[config.mk]
export PLATFORM = sky130hd
export DESIGN_NAME = pulse_stretch
export DESIGN_NICKNAME = d
export VERILOG_FILES = /design/src/rtl/pulse_stretch_pkg.sv /design/src/rtl/sat_updown_cnt.sv /design/src/rtl/pulse_stretch.sv
export SDC_FILE = /design/constraint.sdc
export NUM_CORES = 1
export LEC_CHECK = 0
export BUFFER_PORTS_ARGS = -buffer_cell sky130_fd_sc_hd__buf_2
export CAP_MARGIN = 15
export CORE_UTILIZATION = 55
export CTS_CLUSTER_SIZE = 25
export DETAILED_ROUTE_END_ITERATION = 8
export GPL_TIMING_DRIVEN = 0
export PLACE_DENSITY_LB_ADDON = 0.3
export SLEW_MARGIN = 20
export SYNTH_ARGS = -nofsm -noshare
export SYNTH_HDL_FRONTEND = slang
export SYNTH_SLANG_ARGS = --single-unit
[constraint.sdc]
create_clock -name clk -period 3.3 [get_ports clk]
set_clock_uncertainty 0.2 [all_clocks]
set_input_delay 0.66 -clock clk [delete_from_list [all_inputs] [get_ports clk]]
set_output_delay 0.66 -clock clk [all_outputs]
set_load 0.02 [all_outputs]
[src/rtl/pulse_stretch_pkg.sv]
// pulse_stretch_pkg
// Shared definitions for the pulse stretcher: FSM state encodings.
// Encoding 2'd3 is unused; the FSM treats it as illegal and falls back
// to IDLE on the next clock edge.
package pulse_stretch_pkg;

    typedef enum logic [1:0] {
        IDLE = 2'd0,
        ON   = 2'd1,
        GAP  = 2'd2
    } state_t;

endpackage

[src/rtl/sat_updown_cnt.sv]
// sat_updown_cnt
// Saturating up/down counter with a registered drop strobe.
// Ports:
//   clk      - clock, rising edge
//   rst      - asynchronous active-high reset
//   inc      - request to count up
//   dec      - request to count down (never below zero)
//   count    - current count
//   sat_drop - one-cycle strobe: an increment was lost at saturation
module sat_updown_cnt #(
    parameter int W = 4
) (
    input  logic         clk,
    input  logic         rst,
    input  logic         inc,
    input  logic         dec,
    output logic [W-1:0] count,
    output logic         sat_drop
);

    localparam logic [W-1:0] CNT_MAX  = {W{1'b1}};
    localparam logic [W-1:0] CNT_ZERO = {W{1'b0}};
    localparam logic [W-1:0] CNT_ONE  = {{(W-1){1'b0}}, 1'b1};

    logic [W-1:0] count_r;
    logic         sat_drop_r;

    // Count update; a simultaneous inc and dec cancel out.
    always_ff @(posedge clk or posedge rst) begin
        if (rst) begin
            count_r    <= CNT_ZERO;
            sat_drop_r <= 1'b0;
        end else begin
            sat_drop_r <= 1'b0;
            case ({inc, dec})
                2'b10: begin
                    if (count_r == CNT_MAX) begin
                        sat_drop_r <= 1'b1;
                    end else begin
                        count_r <= count_r + CNT_ONE;
                    end
                end
                2'b01: begin
                    if (count_r != CNT_ZERO) begin
                        count_r <= count_r - CNT_ONE;
                    end else begin
                        count_r <= count_r;
                    end
                end
                default: count_r <= count_r;
            endcase
        end
    end

    assign count    = count_r;
    assign sat_drop = sat_drop_r;

endmodule

[src/rtl/pulse_stretch.sv]
// pulse_stretch
// Turns one-cycle event pulses into fixed-width high windows separated by
// a forced low gap. Events arriving during a window or gap are queued in a
// saturating counter and replayed in order.
// Ports:
//   clk       - clock, rising edge
//   rst       - asynchronous active-high reset
//   pulse_in  - event strobe, each high cycle is one event
//   level_out - registered stretched output
//   busy      - high whenever the FSM is not IDLE
//   pending   - number of queued events not yet played
//   overflow  - registered one-cycle strobe: an event was dropped
module pulse_stretch
    import pulse_stretch_pkg::*;
#(
    parameter int ON_CYCLES  = 255,
    parameter int OFF_CYCLES = 255,
    parameter int TIMER_W    = 8,
    parameter int CNT_W      = 4
) (
    input  logic             clk,
    input  logic             rst,
    input  logic             pulse_in,
    output logic             level_out,
    output logic             busy,
    output logic [CNT_W-1:0] pending,
    output logic             overflow
);

    localparam logic [TIMER_W-1:0] ON_LOAD    = TIMER_W'(ON_CYCLES - 1);
    localparam logic [TIMER_W-1:0] OFF_LOAD   = TIMER_W'(OFF_CYCLES - 1);
    localparam logic [TIMER_W-1:0] TIMER_ZERO = {TIMER_W{1'b0}};
    localparam logic [TIMER_W-1:0] TIMER_ONE  = {{(TIMER_W-1){1'b0}}, 1'b1};
    localparam logic [CNT_W-1:0]   PEND_ZERO  = {CNT_W{1'b0}};

    state_t             state_r;
    logic [TIMER_W-1:0] timer_r;
    logic               level_r;

    logic               gap_exit_s;
    logic               queue_nonempty_s;
    logic               direct_s;
    logic               inc_s;
    logic               dec_s;
    logic [CNT_W-1:0]   pending_s;

    // Event routing: a pulse either starts a window directly (from IDLE, or
    // at GAP exit with an empty queue) or is queued. At GAP exit with a
    // non-empty queue the oldest queued event is played first.
    always_comb begin
        gap_exit_s       = 1'b0;
        queue_nonempty_s = 1'b0;
        direct_s         = 1'b0;
        inc_s            = 1'b0;
        dec_s            = 1'b0;
        queue_nonempty_s = (pending_s != PEND_ZERO);
        gap_exit_s       = (state_r == GAP) && (timer_r == TIMER_ZERO);
        if (state_r == IDLE) begin
            direct_s = pulse_in;
        end else if (gap_exit_s && !queue_nonempty_s) begin
            direct_s = pulse_in;
        end else begin
            direct_s = 1'b0;
        end
        dec_s = gap_exit_s && queue_nonempty_s;
        // Only ON and GAP may queue, so pending stays zero outside a run.
        inc_s = pulse_in && !direct_s && ((state_r == ON) || (state_r == GAP));
    end

    sat_updown_cnt #(
        .W(CNT_W)
    ) u_pending (
        .clk      (clk),
        .rst      (rst),
        .inc      (inc_s),
        .dec      (dec_s),
        .count    (pending_s),
        .sat_drop (overflow)
    );

    // Window FSM with down-counting timer; level_out is registered
    // alongside the state so it tracks state == ON exactly.
    always_ff @(posedge clk or posedge rst) begin
        if (rst) begin
            state_r <= IDLE;
            timer_r <= TIMER_ZERO;
            level_r <= 1'b0;
        end else begin
            case (state_r)
                IDLE: begin
                    if (pulse_in) begin
                        state_r <= ON;
                        timer_r <= ON_LOAD;
                        level_r <= 1'b1;
                    end else begin
                        state_r <= IDLE;
                        timer_r <= TIMER_ZERO;
                        level_r <= 1'b0;
                    end
                end
                ON: begin
                    if (timer_r == TIMER_ZERO) begin
                        state_r <= GAP;
                        timer_r <= OFF_LOAD;
                        level_r <= 1'b0;
                    end else begin
                        timer_r <= timer_r - TIMER_ONE;
                        level_r <= 1'b1;
                    end
                end
                GAP: begin
                    if (timer_r != TIMER_ZERO) begin
                        timer_r <= timer_r - TIMER_ONE;
                        level_r <= 1'b0;
                    end else if (queue_nonempty_s || pulse_in) begin
                        state_r <= ON;
                        timer_r <= ON_LOAD;
                        level_r <= 1'b1;
                    end else begin
                        state_r <= IDLE;
                        timer_r <= TIMER_ZERO;
                        level_r <= 1'b0;
                    end
                end
                default: begin
                    state_r <= IDLE;
                    timer_r <= TIMER_ZERO;
                    level_r <= 1'b0;
                end
            endcase
        end
    end

    assign level_out = level_r;
    assign busy      = (state_r != IDLE);
    assign pending   = pending_s;

endmodule
# == Yosys cells after proc, flatten, opt, wreduce, memory -nomap -nowiden ==
# Cells that the tools add are included.
# totals
reg_bits,16
input_bits,3
out_inout_bits,7
# op_classes
add_sub_neg,3
eq_ne,9
mux,22
reduce_logical,17
# op_table
operator,n
$mux 8,4
$pmux 8 s3,1
$mux 1,10
$logic_not 8->1,1
$mux 4,2
$pmux 4 s2,1
$reduce_bool 8->1,1
$sub 8x1->8 const B,1
$ne 2x2->1 const B,3
$pmux 2 s3,1
$logic_and 1x1->1,5
$add 4x1->4 const B,1
$eq 2x1->1 const B,2
$eq 2x2->1 const B,2
$eq 4x4->1 const B,1
$mux 2,2
$reduce_bool 2->1,2
$reduce_bool 4->1,1
$sub 4x1->4 const B,1
$pmux 1 s3,1
$reduce_and 3->1,1
$logic_not 1->1,2
$logic_not 2->1,1
$logic_or 1x1->1,2
other kinds (2),2

# == Depth between registers and ports, before layout ==
# Gate-level depths: netlist of run 1.
# depth
ltp_word,11
ltp_mapped,10
depth_no_buf,10

# == Cells and area by module ==
# Synthesis of run 1 repeated with hierarchy kept, for this count alone.
# unflattened
cells_unflattened,108
hier_area_um2,1029.7
# by_module_without_submodules
mod,instances,cells_per_inst,area_each_um2,seq_area_each_um2
pulse_stretch,1,75,703.2,275.3
sat_updown_cnt,1,33,326.6,125.1

# == Worst setup path before layout of run 1 ==
# Ideal clock, no wire load.
# synth_path
path_kind,register to register
start,reg timer_r[2]
end,reg u_pending.count_r[2] (netlist: u_pending.count[2])
setup_time_ns,0.126
arrival_time_ns,2.037
setup_slack_ns,0.937
path_stages_with_launch,8
n_path_buf,0
synth_period_minus_slack_ns,2.363
path_cell_list,dfrtp_1 > nor4_2 > and3_1 > nand2_1 > xnor2_1 > ha_1 > and2_1 > o311a_1
# synth_between
elab_chain_cells,11
word_cells_on_any_way,16
# synth_rtl
element,line,text
"start, declared",pulse_stretch.sv:37,logic [TIMER_W-1:0] timer_r;
"start signal, assigned",pulse_stretch.sv:107,timer_r <= timer_r - TIMER_ONE;
"start signal, assigned",pulse_stretch.sv:113,timer_r <= timer_r - TIMER_ONE;
$logic_not 8->1 *,pulse_stretch.sv:57,gap_exit_s = (state_r == GAP) && (timer_r == TIMER_ZERO);
$logic_and 1x1->1 *,pulse_stretch.sv:57,
$logic_and 1x1->1,pulse_stretch.sv:60,end else if (gap_exit_s && !queue_nonempty_s) begin
$mux 1,pulse_stretch.sv:60,
$mux 1,pulse_stretch.sv:58,if (state_r == IDLE) begin
$logic_not 1->1,pulse_stretch.sv:67,inc_s = pulse_in && !direct_s && ((state_r == ON) || (state_r == GAP));
$logic_and 1x1->1 (2 in a row),pulse_stretch.sv:67,
$eq 2x2->1 or $eq 2x1->1 (tied branches),sat_updown_cnt.sv:35,"case ({inc, dec})"
$ne 2x2->1 (no line) or $reduce_bool 2->1 (tied branches),--,
$reduce_and 3->1 (no line),--,
"end signal, assigned",sat_updown_cnt.sv:40,count_r <= count_r + CNT_ONE;
"end signal, assigned",sat_updown_cnt.sv:45,count_r <= count_r - CNT_ONE;
"end signal, assigned",sat_updown_cnt.sv:47,count_r <= count_r;
"end, declared",sat_updown_cnt.sv:25,logic [W-1:0] count_r;
# Every way passes the cells marked *; elsewhere a longest branch is shown, timed or not.
# A chain may end at the register's enable or synchronous reset.

# == Final worst setup path of run 1 ==
# Same ends and word-level chain as after synthesis.

==> reports/metrics.cfg, run 1 <==
[clock_tree]
insertion_delay_ps=280
root_buffer=clkbuf_4
post-cts-setup-buffer-count=0
htreeDepth=1
postCtsHoldBufs=0
cts.clk_slew.worst_paths_ps=80
cts_buffers=3
cts_tree=built
clock-sinks=16
ctsResizeCount=0
clockBufferDepth=2

[grt]
grt_overflow_total=0
grt_use_total_pct=25.2
grt_pass1_wl_um=3730
grt_pass1_vias=836
antenna_found_initial=0
grt_max_degree=17

[synthesis]
synth-seq-cells=16
syn_inst=107
yosysWarnings=0
async_flop_share_pct=100
ys_seq_area_share_pct=38.0
syn_area_um2=1050
synth.distinct_cells=45
synthesis.nets=117
yosys_most_used_dff=dfrtp_1
avgSynthCellArea_um2=9.83
synth_edf_count=0

[floorplan]
die_h_um=45.7
rows=15
core_region_area_um2=1760
io_pins=10
die_area_um2=2090
start_util_pct=59.6
die_x_um=45.7

[drt]
routedWlPerCell_um=15.2
via_per_inst=5.98
drc=0
ant_nets=0
totalWireLength_um=2190
drt_iter0_markers=31
first_pass_iters=4
vias=861

[timing]
grt_setup_unrepaired=false
fin_crit_sh_pct=79.0
worst_pin_slew_ps=613
post-route-min-period_ps=2610
fin_ws_ps=693
fin_tns_setup_ps=0
timing.fmax_ghz=0.384
slew_violations=0
hold_viol=0
slew_headroom_pct=58.8
hold_slack_ps=231
setup_viol=0

[placed_design]
hpwl_um=1620
io_buffers=9
placedCellCount=141
gp_congestion=0.821
dpl_worst_slack_ps=694

[final_layout]
instances_no_fill=144
antenna_cells=0
synthToLayoutAreaGrowth_pct=9.39
drive_above_1_share_pct=20.2
nets=131

[setup_path]
worstSetupEndpointType=register
critPathMaxFanout=7
arrival_ps=2590
startpoint_type=register
worstPathRequired_ps=3280
regToRegStartpoint=timer_r[2]
crit_type=register to register
crit_start=timer_r[2]

[run_status]
outcome=complete, no violations

[power]
power_density_nw_per_um2=887
p_leak_nw=0.517
power_mw=1.02
irDropWorstVdd_mv=0.493

[flow_run]
cap_violations=0

[worst_hold_path]
hp-class=primary input to async pin

[cell usage after synthesis (all sizes together), types with 2 or more instances]
cell | n | area, um2
nand3 | 2 | 10.0
nor3 | 2 | 21.3
nor2 | 6 | 25.0
inv | 9 | 33.8
nand2 | 3 | 13.8
nand4 | 3 | 18.8
nor3b | 3 | 22.5
xor2 | 3 | 26.3
or4 | 2 | 18.8
a211oi | 3 | 22.5
mux2 | 2 | 26.3
ha | 7 | 87.6
nor4 | 4 | 31.3
xnor2 | 2 | 17.5
dfrtp | 16 | 400
or2 | 2 | 12.5
o211ai | 5 | 37.5
a21oi | 13 | 68.8
[layout make-up]
type                            count  area, um2
Inverter                            9       33.8
Clock buffer                        3       22.5
Buffer                              3       16.3
Multi-Input combinational cell     79        602
Timing Repair Buffer                9       45.0
Tap cell                           25       31.3
Fill cell                         156        613
Sequential cell                    16        400
[critical path: stages (launching register included)]
cell and delay, ps:
dfrtp_1 440, nor4_2 610, and3_1 330, nand2_1 90, xnor2_1 130, ha_1 240, and2_1 150, o311a_1 310
[cells by family (layout without fill, tap and decap cells)]
family	count (synthesis)	count (layout)	share of synthesized area, %
and+or+nand+nor	33	33	21.0
muxes	2	2	2.50
xor gates and xnor gates	5	5	4.16
DFF	16	16	38.0
adders and majority gates	7	7	8.32
buffers and inverters	12	24	4.76
AOI/OAI and AO/OA	32	32	21.2
[through the flow]
| stage | cell area (um2) | utilization (%) |
|---|---|---|
| after floorplan | 1050 | - |
| after global placement | 1130 | 64.0 |
| after detailed placement | 1130 | 64.0 |
| after CTS | 1150 | 65.2 |
| after global routing | 1150 | 65.2 |
| final | 1150 | 65.2 |
[path summary, 6_finish.rpt]
| path | depth (start not counted) | endpoint | slack, ps |
|---|---|---|---|
| setup / recovery | 7 | u_pending.count[2] | 690 |
| hold / removal | 2 | u_pending.count[1] | 230 |
| setup reg to reg | 7 | u_pending.count[2] | 690 |
| hold reg to reg | 1 | timer_r[0] | 320 |
| max in group asynchronous | 2 | state_r[1] | 2280 |
| min in group clk | 1 | timer_r[0] | 320 |
[sequential cells by signal, indices dropped and copies added (netlist names)]
| name | count |
|---|---|
| state_r | 2 |
| u_pending.sat_drop | 1 |
| level_out | 1 |
| u_pending.count | 4 |
| timer_r | 8 |
[cell usage in the layout (no fill, tap or decap), types with 2 or more instances in the layout]
cell	netlist	routed
dfrtp_1	16	16
ha_1	7	7
o211ai_1	5	5
nand4_1	3	3
xnor2_1	2	2
or2_2	2	2
a211oi_1	3	3
nor3b_1	3	3
nor4_1	3	3
clkbuf_4	0	3
xor2_1	3	3
buf_2	0	9
nand2_1	2	2
a21oi_1	12	12
inv_1	9	9
nor2_1	5	5
nand3_1	2	2
[power breakdown]
group / switching, mW / total, mW / leakage (nW) / internal (mW)
clock network: 0.0568 / 0.0992 / 0.0138 / 0.0424
logic: 0.301 / 0.537 / 0.305 / 0.236
registers: 0.108 / 0.385 / 0.199 / 0.277
total: 0.466 / 1.02 / 0.517 / 0.555
[layer usage]
metal	wire length (um)	global-route usage, %
met2	1140	46.0
met3	104	5.95
met5	0	0
met4	10	6.47
met1	934	29.5
(Power assumes the default switching activity.)
==> run 2: changes to the inputs <==
--- a/config.mk
+++ b/config.mk
@@ -7,7 +7,7 @@
 export LEC_CHECK = 0
 export BUFFER_PORTS_ARGS = -buffer_cell sky130_fd_sc_hd__buf_2
 export CAP_MARGIN = 15
-export CORE_UTILIZATION = 55
+export CORE_UTILIZATION = 51
 export CTS_CLUSTER_SIZE = 25
 export DETAILED_ROUTE_END_ITERATION = 8
 export GPL_TIMING_DRIVEN = 0
==> constraint.sdc (replaced) <==
create_clock -name clk -period 2.3 [get_ports clk]
set_clock_uncertainty 0.2 [all_clocks]
set_input_delay 0.46 -clock clk [delete_from_list [all_inputs] [get_ports clk]]
set_output_delay 0.46 -clock clk [all_outputs]
set_load 0.02 [all_outputs]
==> reports/metrics.cfg, run 2 (synthesis results as in run 1) <==
[setup_path]
arrival_ps=2270  ; -320 ps
crit_start=state_r[0]
regToRegStartpoint=state_r[0]
crit_type=register to register
critPathMaxFanout=5  ; -2
worstSetupEndpointType=register
startpoint_type=register
worstPathRequired_ps=2300  ; -980 ps

[drt]
totalWireLength_um=2470  ; +13%
routedWlPerCell_um=15.6  ; +2.5%
drt_iter0_markers=18  ; -42%
first_pass_iters=4  ; unchanged
vias=953  ; +11%
ant_nets=0  ; unchanged
drc=0  ; unchanged
via_per_inst=5.99  ; +0.24%

[power]
power_density_nw_per_um2=1290  ; +46%
irDropWorstVdd_mv=0.822  ; +67%
combPwrFrac_pct=55.3  ; +2.7 points
p_clk_share_pct=11.6  ; +1.9 points
power_mw=1.69  ; +66%
p_sw_mw=0.748  ; +60%
switching_share_pct=44.2  ; -1.4 points
p_leak_nw=0.580  ; +12%
pwr-share-seq_pct=33.1  ; -4.6 points
internal-power_mw=0.943  ; +70%

[final_layout]
antenna_cells=0  ; unchanged
drive_above_1_share_pct=37.9  ; +18 points
largest_register_ffs=8  ; unchanged
synthToLayoutAreaGrowth_pct=24.3
design_area_um2=1310  ; +14%
layout_commonest_cell=dfrtp_1
nets=143  ; +9.2%
layout_common_cells=dfrtp_1, a21oi_1, buf_4
final-seq-area_um2=402  ; +0.31%
largest_register=timer_r
multi_input_area_um2=649  ; +7.9%
n_fill_cell=163  ; +4.5%

[grt]
grt_pass1_vias=816  ; -2.4%
grt_use_total_pct=23.3  ; -2.0 points
grt_pass1_wl_um=3540  ; -5.0%
grt_overflow_total=0  ; unchanged
antenna_found_initial=0  ; unchanged
grt_max_degree=17  ; unchanged

[floorplan]
die_x_um=47.4  ; +3.7%
core_region_area_um2=1940  ; +10%
io_pins=10  ; unchanged
die_area_um2=2250  ; +7.5%
start_util_pct=54.2  ; -5.5 points
rows=16  ; +1
die_h_um=47.4  ; +3.7%

[clock_tree]
root_buffer=clkbuf_4
insertion_delay_ps=310  ; +30 ps
postCtsHoldBufs=0  ; unchanged
cts_tree=built
clockBufferDepth=2  ; unchanged
cts_buffers=3  ; unchanged
htreeDepth=1  ; unchanged
clock-sinks=16  ; unchanged
cts.clk_slew.worst_paths_ps=100  ; +20 ps

[timing]
timing.fmax_ghz=0.441  ; +15%
post-route-min-period_ps=2270  ; -340 ps
worst_pin_slew_ps=603  ; -10.2 ps
slew_violations=0  ; unchanged
hold_viol=6  ; +6
slew_headroom_pct=59.8  ; +0.98 points
fin_crit_sh_pct=98.6  ; +20 points
hold_slack_ps=-1.75  ; -233 ps
setup_viol=0  ; unchanged

[worst_hold_path]
hp-class=primary input to async pin

[run_status]
violations=negative hold slack
outcome=finished with violations

[placed_design]
io_buffers=9  ; unchanged
hpwl_um=1550  ; -4.0%
postPlaceCellArea_um2=1140  ; +1.1%
gp_congestion=0.787  ; -4.1%

[flow_run]
cap_violations=0  ; unchanged

## run 2: cell types whose count changed in the layout (fill, tap and decap cells not counted), moves of 2 or more
cell,change
ha_1,-4
ha_4,+2
inv_2,+4
buf_4,+12
ha_2,+2
inv_1,-4
## run 2: power by group through the flow
stage	Sequential, mW	Combinational, mW	Clock, mW
floorplan	0.579	0.573	0
global placement	0.553	0.747	0
detailed placement	0.565	0.765	0
CTS	0.549	0.841	0.197
global route	0.575	1.02	0.216
finish	0.560	0.934	0.197
## run 2: metal layers
metal  vias up  track usage, %  wire length (um)
met2        23            40.8              1260
met1       472            27.8              1070
met4         0            11.4                53
li1        451               -                 -
met3         7            3.40                87
met5         -               0                 0
## run 2: per-stage QoR
| step | utilization [%] | hold slack (ps) | TNS, ps | instances | worst slack, ps |
|---|---|---|---|---|---|
| global route | 67.3 | 39.2 | -14.9 | 159 | -14.9 |
| global placement | 58.8 | 297 | -148 | 143 | -144 |
| floorplan | - | 174 | 0 | 107 | 6.50 |
| detailed placement | 58.8 | 306 | -241 | 143 | -187 |
| finish | 67.3 | -1.75 | 0 | 159 | 33.1 |
| CTS | 63.6 | 26.1 | 0 | 153 | 11.7 |
## run 2: final timing paths
check / cells after the start / endpoint / slack, ps
setup / recovery: 9 / u_pending.count[2] / 30
hold / removal: 2 / timer_r[4] / -2
setup reg to reg: 9 / u_pending.count[2] / 30
hold reg to reg: 1 / state_r[1] / 410
max in group asynchronous: 2 / state_r[1] / 1470
min in group clk: 3 / timer_r[2] / 390
## run 2: critical path, stage by stage, from the launching register on
cell      delay [ps]
dfrtp_1          400
inv_2             90
ha_4             150
and4bb_2         250
and3_4           200
nand2_1           80
xnor2_1          130
ha_2             190
and2_1           140
o311a_1          320
## run 2: timing repair
| item | CTS | global route |
|---|---|---|
| resized for setup | 5 | 9 |
| setup endpoints to repair | 2 | 2 |
| buffers inserted | 6 | 6 |
| pin swaps | 1 | 3 |
## run 2: cell type report
cell class,instances,share of cell area (%)
plain buffers,3,1.34
repair buffers,21,10.3
multi-input cells,79,49.7
well taps,27,2.58
clock buffers,4,2.78
inverters,9,2.58
flip-flops and latches,16,30.7
